### config.mk
export PLATFORM = sky130hd
export DESIGN_NAME = mdu_iterative
export DESIGN_NICKNAME = d
export VERILOG_FILES = /design/src/rtl/mdu_iterative.sv
export SDC_FILE = /design/constraint.sdc
export NUM_CORES = 2
export LEC_CHECK = 0
export CAP_MARGIN = 10
export CORE_MARGIN = 5
export CORE_UTILIZATION = 40
export CTS_CLUSTER_SIZE = 40
export DETAILED_ROUTE_END_ITERATION = 10
export MAX_ROUTING_LAYER = met4
export SYNTH_ARGS = -nofsm -noshare
export SYNTH_HDL_FRONTEND = slang
export SYNTH_SLANG_ARGS = --single-unit
### constraint.sdc
create_clock -name clk -period 6.8 [get_ports clk]
set_input_delay 0.68 -clock clk [delete_from_list [all_inputs] [get_ports clk]]
set_output_delay 0.68 -clock clk [all_outputs]
set_load 0.1 [all_outputs]
### src/rtl/mdu_iterative.sv
// mdu_iterative: iterative RV64 M-extension multiply/divide unit.
// Shift-add multiplier and restoring divider retire one result bit per cycle;
// one operation in flight, valid/ready on both request and response.
// Optional feature macro: MDU_WORD_OPS_EN enables the RV64 *W variants
// (MULW/DIVW/DIVUW/REMW/REMUW). Without it in_word is ignored.
module mdu_iterative #(
    parameter int XLEN  = 64,
    parameter int CNT_W = 7
) (
    input  logic            clk,
    input  logic            rst_n,
    input  logic            in_valid,
    output logic            in_ready,
    input  logic [2:0]      in_op,
    input  logic            in_word,
    input  logic [XLEN-1:0] in_src1,
    input  logic [XLEN-1:0] in_src2,
    input  logic            flush,
    output logic            out_valid,
    input  logic            out_ready,
    output logic [XLEN-1:0] out_result
);

    typedef enum logic [1:0] {
        ST_IDLE = 2'd0,
        ST_CALC = 2'd1,
        ST_DONE = 2'd2
    } state_t;

    localparam logic [CNT_W-1:0] CNT_ONE  = CNT_W'(1);
    localparam logic [CNT_W-1:0] CNT_FULL = CNT_W'(XLEN);

`ifdef MDU_WORD_OPS_EN
    localparam logic [CNT_W-1:0] CNT_WORD = CNT_W'(32);

    // Sign-extend a 32-bit word result to the full register width.
    function automatic logic [XLEN-1:0] sext32(input logic [31:0] v);
        return {{(XLEN-32){v[31]}}, v};
    endfunction
`endif

    state_t                state_r;
    state_t                state_nxt_s;
    logic                  in_ready_r;
    logic                  out_valid_r;
    logic [XLEN-1:0]       out_result_r;
    logic [CNT_W-1:0]      counter_r;
    logic [2:0]            op_r;
    logic                  word_r;
    logic                  neg_q_r;     // negate product / quotient at the end
    logic                  neg_r_r;     // negate remainder at the end
    logic [XLEN-1:0]       a_r;         // multiplicand or divisor magnitude
    logic [2*XLEN-1:0]     prod_r;      // {hi, lo}: product, or {remainder, quotient}

    // Operand preparation (combinational, from the request port)
    logic                  word_s;
    logic                  signed1_s;
    logic                  signed2_s;
    logic [XLEN-1:0]       src1_s;
    logic [XLEN-1:0]       src2_s;
    logic                  s1_neg_s;
    logic                  s2_neg_s;
    logic [XLEN-1:0]       mag1_s;
    logic [XLEN-1:0]       mag2_s;
    logic [XLEN-1:0]       dividend_s;
    logic [XLEN-1:0]       min_s;
    logic                  div0_s;
    logic                  ovf_s;
    logic                  special_s;
    logic [CNT_W-1:0]      cnt_load_s;

    // Iteration and finalisation
    logic [XLEN:0]         mul_sum_s;
    logic [2*XLEN-1:0]     mul_next_s;
    logic [XLEN:0]         div_sub_s;
    logic [2*XLEN-1:0]     div_next_s;
    logic [2*XLEN-1:0]     mul_full_s;
    logic [XLEN-1:0]       quot_s;
    logic [XLEN-1:0]       rem_s;
    logic [XLEN-1:0]       fin_s;

    assign in_ready   = in_ready_r;
    assign out_valid  = out_valid_r;
    assign out_result = out_result_r;

`ifndef MDU_WORD_OPS_EN
    logic [1:0] unused_word_s;
    assign unused_word_s = {in_word, word_r};
`endif

    // Decode the request: signedness, width, magnitudes and special cases
    always_comb begin
        word_s = 1'b0;
`ifdef MDU_WORD_OPS_EN
        word_s = in_word && !((in_op == 3'd1) || (in_op == 3'd2) || (in_op == 3'd3));
`endif
        signed1_s = (in_op == 3'd1) || (in_op == 3'd2) || (in_op == 3'd4) || (in_op == 3'd6);
        signed2_s = (in_op == 3'd1) || (in_op == 3'd4) || (in_op == 3'd6);
        src1_s    = in_src1;
        src2_s    = in_src2;
        min_s     = {1'b1, {(XLEN-1){1'b0}}};
        cnt_load_s = CNT_FULL;
`ifdef MDU_WORD_OPS_EN
        if (word_s) begin
            src1_s     = signed1_s ? sext32(in_src1[31:0]) : {{(XLEN-32){1'b0}}, in_src1[31:0]};
            src2_s     = signed2_s ? sext32(in_src2[31:0]) : {{(XLEN-32){1'b0}}, in_src2[31:0]};
            min_s      = {{(XLEN-31){1'b1}}, {31{1'b0}}};
            cnt_load_s = CNT_WORD;
        end else begin
            src1_s     = in_src1;
            src2_s     = in_src2;
        end
`endif
        s1_neg_s  = signed1_s && src1_s[XLEN-1];
        s2_neg_s  = signed2_s && src2_s[XLEN-1];
        mag1_s    = s1_neg_s ? ({XLEN{1'b0}} - src1_s) : src1_s;
        mag2_s    = s2_neg_s ? ({XLEN{1'b0}} - src2_s) : src2_s;
        dividend_s = mag1_s;
`ifdef MDU_WORD_OPS_EN
        // Park the 32-bit dividend at the top so 32 shifts consume all of it.
        if (word_s) begin
            dividend_s = {mag1_s[31:0], {(XLEN-32){1'b0}}};
        end else begin
            dividend_s = mag1_s;
        end
`endif
        div0_s    = in_op[2] && (src2_s == {XLEN{1'b0}});
        ovf_s     = ((in_op == 3'd4) || (in_op == 3'd6)) &&
                    (src1_s == min_s) && (src2_s == {XLEN{1'b1}});
        special_s = div0_s || ovf_s;
    end

    // One multiply (shift-add) or divide (restoring) step
    always_comb begin
        mul_sum_s  = {1'b0, prod_r[2*XLEN-1:XLEN]} +
                     (prod_r[0] ? {1'b0, a_r} : {(XLEN+1){1'b0}});
        mul_next_s = {mul_sum_s, prod_r[XLEN-1:1]};
        div_sub_s  = prod_r[2*XLEN-1:XLEN-1] - {1'b0, a_r};
        if (div_sub_s[XLEN]) begin
            div_next_s = {prod_r[2*XLEN-2:0], 1'b0};
        end else begin
            div_next_s = {div_sub_s[XLEN-1:0], prod_r[XLEN-2:0], 1'b1};
        end
    end

    // Sign correction and result selection, captured on the first DONE cycle
    always_comb begin
        mul_full_s = neg_q_r ? ({(2*XLEN){1'b0}} - prod_r) : prod_r;
        quot_s     = neg_q_r ? ({XLEN{1'b0}} - prod_r[XLEN-1:0]) : prod_r[XLEN-1:0];
        rem_s      = neg_r_r ? ({XLEN{1'b0}} - prod_r[2*XLEN-1:XLEN]) : prod_r[2*XLEN-1:XLEN];
        case (op_r)
            3'd0:                fin_s = mul_full_s[XLEN-1:0];
            3'd1, 3'd2, 3'd3:    fin_s = mul_full_s[2*XLEN-1:XLEN];
            3'd4, 3'd5:          fin_s = quot_s;
            3'd6, 3'd7:          fin_s = rem_s;
            default:             fin_s = {XLEN{1'b0}};
        endcase
`ifdef MDU_WORD_OPS_EN
        if (word_r) begin
            // After 32 multiply steps the product sits XLEN-32 bits higher.
            if (op_r == 3'd0) begin
                fin_s = sext32(prod_r[XLEN-1:XLEN-32]);
            end else begin
                fin_s = sext32(fin_s[31:0]);
            end
        end else begin
            fin_s = fin_s;
        end
`endif
    end

    // Next-state logic; flush overrides any handshake
    always_comb begin
        state_nxt_s = state_r;
        case (state_r)
            ST_IDLE: begin
                if (flush) begin
                    state_nxt_s = ST_IDLE;
                end else if (in_valid) begin
                    state_nxt_s = special_s ? ST_DONE : ST_CALC;
                end else begin
                    state_nxt_s = ST_IDLE;
                end
            end
            ST_CALC: begin
                if (flush) begin
                    state_nxt_s = ST_IDLE;
                end else if (counter_r == CNT_ONE) begin
                    state_nxt_s = ST_DONE;
                end else begin
                    state_nxt_s = ST_CALC;
                end
            end
            ST_DONE: begin
                if (flush) begin
                    state_nxt_s = ST_IDLE;
                end else if (out_valid_r && out_ready) begin
                    state_nxt_s = ST_IDLE;
                end else begin
                    state_nxt_s = ST_DONE;
                end
            end
            default: state_nxt_s = ST_IDLE;
        endcase
    end

    // State register and registered request-side ready
    always_ff @(posedge clk or negedge rst_n) begin
        if (!rst_n) begin
            state_r    <= ST_IDLE;
            in_ready_r <= 1'b1;
        end else begin
            state_r    <= state_nxt_s;
            in_ready_r <= (state_nxt_s == ST_IDLE);
        end
    end

    // Datapath: operand capture, iteration, result register and out_valid
    always_ff @(posedge clk or negedge rst_n) begin
        if (!rst_n) begin
            out_valid_r  <= 1'b0;
            out_result_r <= {XLEN{1'b0}};
            counter_r    <= {CNT_W{1'b0}};
            op_r         <= 3'd0;
            word_r       <= 1'b0;
            neg_q_r      <= 1'b0;
            neg_r_r      <= 1'b0;
            a_r          <= {XLEN{1'b0}};
            prod_r       <= {(2*XLEN){1'b0}};
        end else if (flush) begin
            out_valid_r  <= 1'b0;
            counter_r    <= {CNT_W{1'b0}};
        end else begin
            case (state_r)
                ST_IDLE: begin
                    if (in_valid) begin
                        op_r   <= in_op;
                        word_r <= word_s;
                        if (special_s) begin
                            // Preload so the normal finalisation yields the fixed answer.
                            a_r       <= {XLEN{1'b0}};
                            neg_q_r   <= 1'b0;
                            neg_r_r   <= 1'b0;
                            counter_r <= {CNT_W{1'b0}};
                            prod_r    <= div0_s ? {src1_s, {XLEN{1'b1}}}
                                                : {{XLEN{1'b0}}, src1_s};
                        end else if (in_op[2]) begin
                            a_r       <= mag2_s;
                            neg_q_r   <= s1_neg_s ^ s2_neg_s;
                            neg_r_r   <= s1_neg_s;
                            counter_r <= cnt_load_s;
                            prod_r    <= {{XLEN{1'b0}}, dividend_s};
                        end else begin
                            a_r       <= mag1_s;
                            neg_q_r   <= s1_neg_s ^ s2_neg_s;
                            neg_r_r   <= 1'b0;
                            counter_r <= cnt_load_s;
                            prod_r    <= {{XLEN{1'b0}}, mag2_s};
                        end
                    end else begin
                        counter_r <= counter_r;
                    end
                end
                ST_CALC: begin
                    prod_r    <= op_r[2] ? div_next_s : mul_next_s;
                    counter_r <= counter_r - CNT_ONE;
                end
                ST_DONE: begin
                    if (!out_valid_r) begin
                        out_result_r <= fin_s;
                        out_valid_r  <= 1'b1;
                    end else if (out_ready) begin
                        out_valid_r  <= 1'b0;
                    end else begin
                        out_valid_r  <= 1'b1;
                    end
                end
                default: begin
                    out_valid_r <= 1'b0;
                end
            endcase
        end
    end

endmodule

==> impl_metrics.ini <==
[critical_path]
crit_buf_inv = 0
worst_r2r_path_depth = 12
crit_type = reg2reg
r2r_end = out_result[46]
cpPeakStageDelay_ns = 0.62
worstPathMaxFanout = 7
startpoint = prod_r[11]
critPathCaptureType = flip-flop
cpLargestDelayFamily = simple AND/OR/NAND/NOR gates
cp-endpoint = out_result[46]
r2r_slack_ns = 1.48
path_cells = or4_4 -> or4_4 -> or4_1 -> or2_1 -> or4_1 -> nor4_1 -> nand4_1 -> o21a_1 -> a21oi_1 -> xnor2_1 -> a222oi_1 -> o21ai_0
worstPathRequired_ns = 7.22
cp.arrival_ns = 5.74
path_depth = 12
cp-start-kind = flip-flop
crit_slowest_cell = or4_4
reg2reg_from = prod_r[11]

[worst_hold_path]
worstHoldPathType = in2async

[synthesis]
synth_area_um2 = 30170
synth-simple-area-share_pct = 21.57
synth_edf_count = 0
synthAdderAreaFrac_pct = 5.731
synth_seq_cells = 272
synth_compound_gate_area_share_pct = 29.49
syn_area_per_cell_um2 = 7.173
ys_dominant_reg_cell = dfrtp_1
synth_common_cells = nand2_1 (502), o21ai_0 (429), a21oi_1 (413)
syn_inst = 4206
synth.distinct_cells = 80
yosysTopAreaCellShare_pct = 22.48
synth_largest_area_cell = dfrtp_1
synth_most_common_cell = nand2_1
synth_mux_area_share_pct = 3.372
synthXorXnorAreaFrac_pct = 11.79
synth_fp_nets = 4480
synth_top_family_by_area = compound AO/OA/AOI/OAI gates
synth-async-reset-ratio_pct = 100.0
yosysSeqAreaShare_pct = 22.56
yosysWarnings = 0
synth_area_leaders = dfrtp_1 (22%), o21ai_0 (7.1%), a21oi_1 (6.9%)

[power]
clock_power_share_pct = 10.3
combPwrFrac_pct = 70.1
finalPower_mw = 18.31
switchingPower_mw = 10.41
p_seq_share_pct = 19.6
vdd_drop_max_v = 0.0001879
swShare_pct = 56.88
p_leak_nw = 13.62
power.density_nw_per_um2 = 537.5
internal_power_mw = 7.896

[grt]
antenna_found_initial = 3
grt_pass1_vias = 29626
grt_max_degree = 144
track_usage_pct = 32.62
grt_pass1_wl_um = 196800
grt_overflow = 0

[route]
drt-vias-per-instance = 6.254
met3_length_um = 15180
drt_pass1_iterations = 6
dr.max_layer_used = met4
met2RoutedLength_um = 54000
wl_per_cell_um = 25.91
routed_wl_um = 134800
vias = 32541
route.antenna.remaining_nets = 0
drtIter0Drc = 3996
drcViolationCount = 0
drt-met1-wl_um = 61180

[clocking]
clk_latency_ns = 0.59
cts_resized = 0
htreeDepth = 2
clk_pin_slew_ns = 0.06
root_buffer = clkbuf_16
cts_tree = done
cts_buffers = 36
holdBufCountCts = 0
cts_max_path_buffers = 3
cts_setup_buffers = 0
cts.sinks = 272

[placement]
dp_hpwl_um = 105800
placed_area_um2 = 32950
globalplace.congestion = 1.014
dp_slack_ns = 1.346
port_buffers = 201

[cells_and_area]
post-route-util_pct = 45.68
syn2layout_area_growth_pct = 12.91
post-route-cell-area_um2 = 34070
fin_nets = 4482
layout-drive-gt1-share_pct = 4.985

[job]
drv_cap = 0

[timing]
clock_skew_ns = 0.03148
hold_viol = 0
period_share_pct = 78.23
worst_pin_slew_ns = 1.156
relSlewSlack_pct = 22.10
finalSetupViolCount = 0
report.final.slew_viol_count = 0
timing.fmax_mhz = 188.0
rsz0062_at_grt = no
tns_ns = 0
period_needed_ns = 5.320
fin_ws_ns = 1.480

[floorplan]
dieWidth_um = 284.6
coreArea_um2 = 74570
dieArea_um2 = 81020
die_h_um = 284.6
start_util_pct = 40.46
io_pins = 203
rows = 100

[run_status]
status = finished, final reports clean
-- worst min path at each step --
| stage | start | end | slack [ns] | cells past startpoint |
|---|---|---|---|---|
| global route | rst_n | prod_r[11] | 0.09 | 1 |
| global placement | out_result[5] | out_result[5] | 0.46 | 2 |
| finish | rst_n | out_result[10] | 0.04 | 1 |
| floorplan | rst_n | a_r[0] | 0.38 | 0 |
| CTS | rst_n | out_result[15] | 0.04 | 1 |
| detailed placement | out_result[14] | out_result[14] | 0.47 | 2 |
-- metrics by stage --
step / std cells / hold slack (ns)
6_report: 5203 / 0.04377
5_1_grt: 5203 / 0.08504
4_1_cts: 5202 / 0.04088
3_5_place_dp: 5139 / 0.4688
3_3_place_gp: 5139 / 0.4618
2_1_floorplan: 4206 / 0.3844
-- cell families after synthesis --
family | Yosys count
compound gates | 1449
xor+xnor | 406
fa+ha+maj | 137
buf+inv | 439
flops | 272
mux | 100
simple gates | 1403
-- placed cells by master (no fill, tap or decap), types with 9 or more instances in the layout --
| cell type | instances |
|---|---|
| a211oi_1 | 44 |
| a21o_1 | 93 |
| a21oi_1 | 412 |
| a221oi_1 | 32 |
| a222oi_1 | 20 |
| a31oi_1 | 64 |
| and2_1 | 17 |
| and3_1 | 19 |
| buf_4 | 79 |
| clkbuf_1 | 9 |
| clkbuf_16 | 36 |
| clkdlybuf4s50_1 | 199 |
| dfrtp_1 | 268 |
| ha_1 | 135 |
| inv_1 | 117 |
| mux2_2 | 13 |
| mux2i_1 | 87 |
| nand2_1 | 501 |
| nand2b_1 | 32 |
| nand3_1 | 51 |
| nand4_1 | 73 |
| nor2_1 | 402 |
| nor2b_1 | 17 |
| nor3_1 | 79 |
| nor4_1 | 39 |
| nor4b_1 | 9 |
| o211ai_1 | 65 |
| o21a_1 | 18 |
| o21ai_0 | 428 |
| o21bai_1 | 37 |
| o22a_1 | 13 |
| o22ai_1 | 33 |
| o311ai_0 | 12 |
| o31ai_1 | 63 |
| o41ai_1 | 21 |
| or2_2 | 19 |
| or3_1 | 50 |
| or4_1 | 43 |
| xnor2_1 | 229 |
| xor2_1 | 177 |
-- layer usage --
| metal | global-route usage [%] | up-vias |
|---|---|---|
| li1 | - | 15279 |
| met1 | 46.66 | 15579 |
| met2 | 45.03 | 1498 |
| met3 | 8.830 | 185 |
| met4 | 9.116 | 0 |
| met5 | - | - |
-- final cells by class --
class / count / area (µm²)
clock inverters: 13 / 113.9
repair buffers: 284 / 2691
clock buffers: 50 / 1003
flip-flops and latches: 272 / 6817
fillers: 7795 / 40510
inverters: 119 / 446.7
diodes: 1 / 2.502
multi-input cells: 3495 / 21780
well taps: 969 / 1212
-- power groups by stage --
stage               Sequential [mW]  Clock, mW  Combinational (mW)
global placement               3.53          0                12.5
detailed placement             3.55          0                12.5
finish                         3.59       1.88                12.8
CTS                            3.52       1.92                12.6
floorplan                      3.66          0                8.63
global route                   3.67       1.97                13.9
-- flip-flops by register name, indices dropped and copies added (netlist names) --
name        count
neg_r_r         1
prod_r        128
counter_r       7
out_result     64
out_valid       1
a_r            64
neg_q_r         1
in_ready        1
state_r         2
op_r            3
Note: power is estimated with default switching activity, not from simulation.
